**config.mk**
```make
export PLATFORM = sky130hd
export DESIGN_NAME = random_stream_sched
export DESIGN_NICKNAME = d
export VERILOG_FILES = /design/src/rtl/random_sched_pkg.sv /design/src/rtl/rr_arbiter.sv /design/src/rtl/random_stream_sched.sv
export SDC_FILE = /design/constraint.sdc
export NUM_CORES = 1
export LEC_CHECK = 0
export BUFFER_PORTS_ARGS = -buffer_cell sky130_fd_sc_hd__buf_4
export CAP_MARGIN = 25
export CELL_PAD_IN_SITES_DETAIL_PLACEMENT = 1
export CELL_PAD_IN_SITES_GLOBAL_PLACEMENT = 2
export CORE_ASPECT_RATIO = 1.5
export CORE_MARGIN = 2
export CORE_UTILIZATION = 31
export CTS_CLUSTER_DIAMETER = 150
export DETAILED_ROUTE_END_ITERATION = 6
export PLACE_DENSITY = 0.85
export SLEW_MARGIN = 20
export SYNTH_ARGS = -nofsm -noshare
export SYNTH_HDL_FRONTEND = slang
export SYNTH_HIERARCHICAL = 1
export SYNTH_SLANG_ARGS = --single-unit
```
**constraint.sdc**
```tcl
create_clock -name clk_i -period 3.8 [get_ports clk_i]
set_input_delay 0.19 -clock clk_i [delete_from_list [all_inputs] [get_ports clk_i]]
set_output_delay 0.19 -clock clk_i [all_outputs]
set_load 0.05 [all_outputs]
```
**src/rtl/random_sched_pkg.sv**
```systemverilog
// rtl/random_sched_pkg.sv - shared types and defaults for the random stream scheduler
package random_sched_pkg;

   typedef enum logic [2:0] {
      INIT,
      IDLE,
      SETUP,
      WAIT,
      CAPTURE,
      GAPW
   } state_t;

   localparam int          DEF_SW     = 10;
   localparam logic [31:0] DEF_SEED_Z = 32'd17;
   localparam logic [31:0] DEF_SEED_W = 32'd3;
   localparam int          CNT_W      = 8;

endpackage

```
**src/rtl/rr_arbiter.sv**
```systemverilog
// rtl/rr_arbiter.sv - combinational round-robin arbiter, search starts after the last grant
module rr_arbiter #(
   parameter int NREQ = 4,
   parameter int IW   = 2
) (
   input  logic [NREQ-1:0] req,
   input  logic [IW-1:0]   last,
   output logic [NREQ-1:0] grant,
   output logic [IW-1:0]   idx,
   output logic            valid
);

   logic [IW-1:0] k;

   always_comb begin
      grant = '0;
      idx   = '0;
      valid = 1'b0;
      k     = '0;
      for (int i = 1; i <= NREQ; i++) begin
         k = IW'((int'(last) + i) % NREQ);
         if (!valid && req[k]) begin
            valid = 1'b1;
            idx   = k;
         end
      end
      if (valid) grant[idx] = 1'b1;
   end

endmodule

```
**src/rtl/random_stream_sched.sv**
```systemverilog
// rtl/random_stream_sched.sv - seeds every RNG stream, then serves requesters round-robin
module random_stream_sched
   import random_sched_pkg::*;
#(
   parameter int          NREQ   = 4,
   parameter int          SW     = DEF_SW,
   parameter int          LAT    = 2,
   parameter int          GAP    = 2,
   parameter logic [31:0] SEED_Z = DEF_SEED_Z,
   parameter logic [31:0] SEED_W = DEF_SEED_W
) (
   input  logic               clk_i,
   input  logic               rst_i,
   input  logic [NREQ-1:0]    req_i,
   input  logic [NREQ*SW-1:0] stream_i,
   output logic [NREQ-1:0]    ack_o,
   output logic [31:0]        dat_o,
   output logic               busy_o,
   output logic [SW-1:0]      core_stream_o,
   output logic               core_ld_o,
   output logic [31:0]        core_seedz_o,
   output logic [31:0]        core_seedw_o,
   output logic               core_next_o,
   input  logic [31:0]        core_dat_i
);

   localparam int IW = (NREQ > 1) ? $clog2(NREQ) : 1;

   state_t            state, state_nx;
   logic [SW-1:0]     init_cnt, stream_q;
   logic [CNT_W-1:0]  wait_cnt, gap_cnt;
   logic [IW-1:0]     rr_ptr, win_idx, arb_idx;
   logic [NREQ-1:0]   arb_grant, win_grant;
   logic              arb_valid;

   logic [NREQ-1:0]   ack_d;
   logic [31:0]       dat_d, seedz_d, seedw_d;
   logic [SW-1:0]     stream_d;
   logic              ld_d, next_d;

   rr_arbiter #(.NREQ(NREQ), .IW(IW)) u_arb (
      .req   (req_i),
      .last  (rr_ptr),
      .grant (arb_grant),
      .idx   (arb_idx),
      .valid (arb_valid)
   );

   always_ff @(posedge clk_i or posedge rst_i) begin
      if (rst_i) state <= INIT;
      else       state <= state_nx;
   end

   always_comb begin
      state_nx = state;
      unique case (state)
         INIT:    if (init_cnt == {SW{1'b1}}) state_nx = GAPW;
         IDLE:    if (arb_valid) state_nx = SETUP;
         SETUP:   state_nx = WAIT;
         WAIT:    if (wait_cnt == '0) state_nx = CAPTURE;
         CAPTURE: state_nx = GAPW;
         GAPW:    if (gap_cnt == '0) state_nx = IDLE;
         default: state_nx = INIT;
      endcase
   end

   // Outputs are decoded here and registered below, so the core sees them one cycle after the state
   always_comb begin
      ack_d    = '0;
      dat_d    = '0;
      seedz_d  = '0;
      seedw_d  = '0;
      ld_d     = 1'b0;
      next_d   = 1'b0;
      stream_d = core_stream_o;
      unique case (state)
         INIT: begin
            stream_d = init_cnt;
            ld_d     = 1'b1;
            seedz_d  = SEED_Z + 32'(init_cnt);
            seedw_d  = SEED_W + 32'(init_cnt);
         end
         SETUP:   stream_d = stream_q;
         CAPTURE: begin
            ack_d  = win_grant;
            dat_d  = core_dat_i;
            next_d = 1'b1;
         end
         default: ;
      endcase
   end

   always_ff @(posedge clk_i or posedge rst_i) begin
      if (rst_i) begin
         init_cnt  <= '0;
         wait_cnt  <= '0;
         gap_cnt   <= '0;
         rr_ptr    <= IW'(NREQ - 1);
         win_idx   <= '0;
         win_grant <= '0;
         stream_q  <= '0;
      end else begin
         if (state == INIT && state_nx == INIT) init_cnt <= init_cnt + 1'b1;
         if (state == IDLE && arb_valid) begin
            win_idx   <= arb_idx;
            win_grant <= arb_grant;
            stream_q  <= stream_i[arb_idx*SW +: SW];
         end
         if (state == SETUP)     wait_cnt <= CNT_W'(LAT - 1);
         else if (state == WAIT) wait_cnt <= wait_cnt - 1'b1;
         if (state_nx == GAPW && state != GAPW) gap_cnt <= CNT_W'(GAP - 1);
         else if (state == GAPW)                gap_cnt <= gap_cnt - 1'b1;
         if (state == CAPTURE) rr_ptr <= win_idx;
      end
   end

   always_ff @(posedge clk_i or posedge rst_i) begin
      if (rst_i) begin
         ack_o         <= '0;
         dat_o         <= '0;
         core_stream_o <= '0;
         core_ld_o     <= 1'b0;
         core_seedz_o  <= '0;
         core_seedw_o  <= '0;
         core_next_o   <= 1'b0;
      end else begin
         ack_o         <= ack_d;
         dat_o         <= dat_d;
         core_stream_o <= stream_d;
         core_ld_o     <= ld_d;
         core_seedz_o  <= seedz_d;
         core_seedw_o  <= seedw_d;
         core_next_o   <= next_d;
      end
   end

   assign busy_o = (state != IDLE);

endmodule

```
==> summary.txt <==
Floorplan
  • Die height: around 170 um
  • Top-level port count: between 150 and 200
  • Row cnt: 59
  • Die Width: about 110 um
  • Die area: roughly 19000 um2
  • Core area: 17270 um2
  • Initial Util: around a third

CTS
  • Clock root cell: clkbuf_16
  • H-tree depth: 4
  • Total CTS buffers: 17
  • Cts repair resizes: 0
  • Worst-Skew Late Latency: 0.41 ns
  • Clock sinks: 116
  • Longest Clk Path Bufs: 2
  • Clock transition at path regs: 0.06 ns
  • CTS tree: built

Placement
  • PortBufs: 148
  • Dpl hpwl: 10370 um
  • Routability congestion estimate: 0.7917

Finish
  • Multi-input gate area: 2186 um2
  • Commonest cells after routing, fill and taps aside: 152 x buf_4, 114 x dfrtp_1, 42 x conb_1
  • Ant. Diodes: 0
  • Commonest non-fill, non-tap cell in the layout: buf_4
  • Fillcell total: 1914
  • FF/Latch Area: 2905 um2
  • Nets: 709
  • Area grow syn2layout: 32.09%
  • Layout cells sized above 1: a little over a third
  • Core Util, Final: 41.74%

Global routing
  • Vias in the first global route: 4549
  • Gr busiest metal: met2
  • Total gr overflow: 0
  • Overall Global Routing Usage: 15.65%
  • First-pass GRT wire length: 23490 um
  • M2 GR Usage: 27.53%
  • Largest net degree at the start of global routing: 64
  • Grt met1 use: between 10% and 20%
  • Met3 GRT Util: 3.967%
  • Initial antenna violation count: 0

Logic synthesis
  • Register area share after synthesis: 53.22%
  • Netlist cell types: 59
  • #FFs+latches synth: 116
  • Most used flip-flop cell after synthesis: dfrtp_1
  • Ys Warns: 6
  • Synth Instances: 489
  • Synth Cell Area: 5459 um2
  • Mean post-synth cell area: 11.16 um2
  • FFs w/ async S/R, synth: between 90% and 100%
  • EDFF count, synth: 0

STA
  • RSZ-0062 raised after global routing: no
  • Tightest Pin Transition: 0.9243 ns
  • Final setup viols: 0
  • Tmin final: 2.541 ns
  • Final period utilization: 66.88%
  • Clock Skew: approximately 0.010 ns
  • Final hold vios: 0
  • Max Fclk: 393.5 MHz
  • Slew margin rel.: around two fifths
  • Slew Viols, Final: 0
  • Setup tns final: 0 ns

Power and ir drop
  • Peak supply drop: 0.0003801 V
  • Pwr dens: 737.5 nW/um2
  • Lkg Pwr: between 3 and 4 nW

Critical path
  • Critical Path AT: about 2.8 ns
  • CP Launch Point: rr_ptr[1]$_DFFE_PP1N_
  • Crit Path Category: reg2reg
  • Worst-path cell chain: a21oi_1 -> o221ai_2 -> mux4_2 -> mux2_2
  • Reg-to-reg endpoint: stream_q[7]$_DFFE_PP0P_
  • Max stage delay on crit path: around 0.72 ns
  • R2r setup slk: 1.26 ns
  • RR Startpoint: rr_ptr[1]$_DFFE_PP1N_
  • Kind of end point of the critical path: flop
  • Critical-path top delay cell: o221ai_2
  • Number of stages on the worst setup path: 4
  • CP bufs+invs: 0
  • Nature of the critical path startpoint: flop
  • Worst-path maximum fanout: 14
  • Delay-heaviest family, CP: multiplexers
  • Worst R2R Path Depth: 4
  • CP Data Required Time: a little over 4 ns
  • CP endpoint: stream_q[7]$_DFFE_PP0P_

Detailed routing
  • Residual DRC: 0
  • Routed WL per cell: 17.07 um
  • First DRT Iteration DRCs: 188
  • Via count: 4145
  • Via/cell ratio: between 4 and 5
  • WL final: 14560 um
  • Drt pass-1 iters: 4
  • Antenna violation net count after detailed routing: 0

Flow run
  • Maxcap violations: 0

Run status
  • Status: finished clean

Worst hold path
  • Hold Path Stages: 2
  • Worst min path class: in2reg
## synthesized netlist by cell type (all sizes together) (2+ instances only)
cell    count  area (um2)
dfrtp     114        2853
buf        56       401.6
and3       38       237.7
nand2      28       112.6
o21ai      28       140.1
nor2       26       100.1
clkbuf     21       88.83
a21oi      17       85.08
mux2       17       191.4
xor2       15       131.4
inv        12       45.04
mux2i      11       110.1
mux4       10       225.2
or3        10       62.56
nor3        8       40.04
nand3       7       40.04
xnor2       7       61.31
nand2b      6       37.54
nor4        6       37.54
ha          4       50.05
nand4       4       25.02
nand3b      3       22.52
or2         3       18.77
or4         3       22.52
a211oi      2       15.01
and2        2       13.77
and2b       2       15.01
dfstp       2       52.55
nand4b      2       17.52
nor4b       2       17.52
o211ai      2       15.01
o21a        2       15.01
o21bai      2       15.01
o31ai       2       20.02
## final cells by class
class | count | share of cell area (%)
Multi-Input combinational cell | 325 | 30.31
Sequential cell | 116 | 40.29
Tap cell | 213 | 3.696
Clock buffer | 18 | 6.091
Clock inverter | 14 | 2.638
Inverter | 12 | 0.6594
Timing Repair Buffer | 155 | 16.31
## sequential cells by signal, indices dropped and copies added (netlist names)
register and cells:
state 3, stream_q 10, rr_ptr 2, dat_o 32, win_grant 4, ack_o 4
win_idx 2, init_cnt 10, core_ld_o 1, core_stream_o 10, wait_cnt 8, core_next_o 1
core_seedz_o 10, gap_cnt 8, core_seedw_o 11
## per-layer routing
metal  vias to the layer above  share of wire, %
met5                         -                 0
met4                         0               2.8
met3                        31               6.1
met2                       161                52
met1                      2065                39
li1                       1888                 -
## cell families (layout without fill, tap and decap cells)
kind of cell | after synthesis | after routing | share of synthesized area, %
compound gates | 66 | 66 | 7.357
buf+inv | 89 | 199 | 9.810
flops | 116 | 116 | 53.22
simple gates | 153 | 153 | 15.45
mux | 38 | 38 | 9.649
fa+ha+maj | 4 | 4 | 0.9168
xor+xnor | 22 | 22 | 3.530
other cells | 1 | 42 | 0.06869
## through the flow
stage / hold WS, ns / worst slack (ns) / instance area [um2] / power [mW] / std cells
6_report: 0.01948 / 1.259 / 7211 / 5.318 / 853
5_1_grt: 0.003575 / 1.049 / 7211 / 5.612 / 853
4_1_cts: 0.001537 / 1.202 / 7211 / 5.383 / 853
3_5_place_dp: 0.3932 / 1.267 / 6561 / 3.642 / 819
3_3_place_gp: 0.3652 / 1.346 / 6546 / 3.549 / 818
2_1_floorplan: 0.3498 / 0.5409 / 5613 / 3.131 / 530
## what timing repair did
action	4_1_cts	5_1_grt
setup buffers	0	0
endpoints found under the hold margin	62	0
hold buffers	2	0
## how the worst min path moves through the flow
stage	from	endpoint	slack, ns
floorplan	core_dat_i[0]	dat_o[0]$_DFF_PP0_	0.35
global placement	rst_i	dat_o[8]$_DFF_PP0_	0.37
detailed placement	rst_i	dat_o[8]$_DFF_PP0_	0.39
CTS	core_dat_i[27]	dat_o[27]$_DFF_PP0_	0.002
global route	core_dat_i[27]	dat_o[27]$_DFF_PP0_	0.004
finish	core_dat_i[27]	dat_o[27]$_DFF_PP0_	0.02
## power by group
group / total (mW) / internal, mW / leakage, nW / switching [mW]
logic: 1.79 / 0.686 / 1.86 / 1.10
clock network: 1.70 / 1.07 / 0.306 / 0.630
registers: 1.83 / 1.53 / 1.52 / 0.301
No activity file was read; power rests on OpenSTA's default activity.
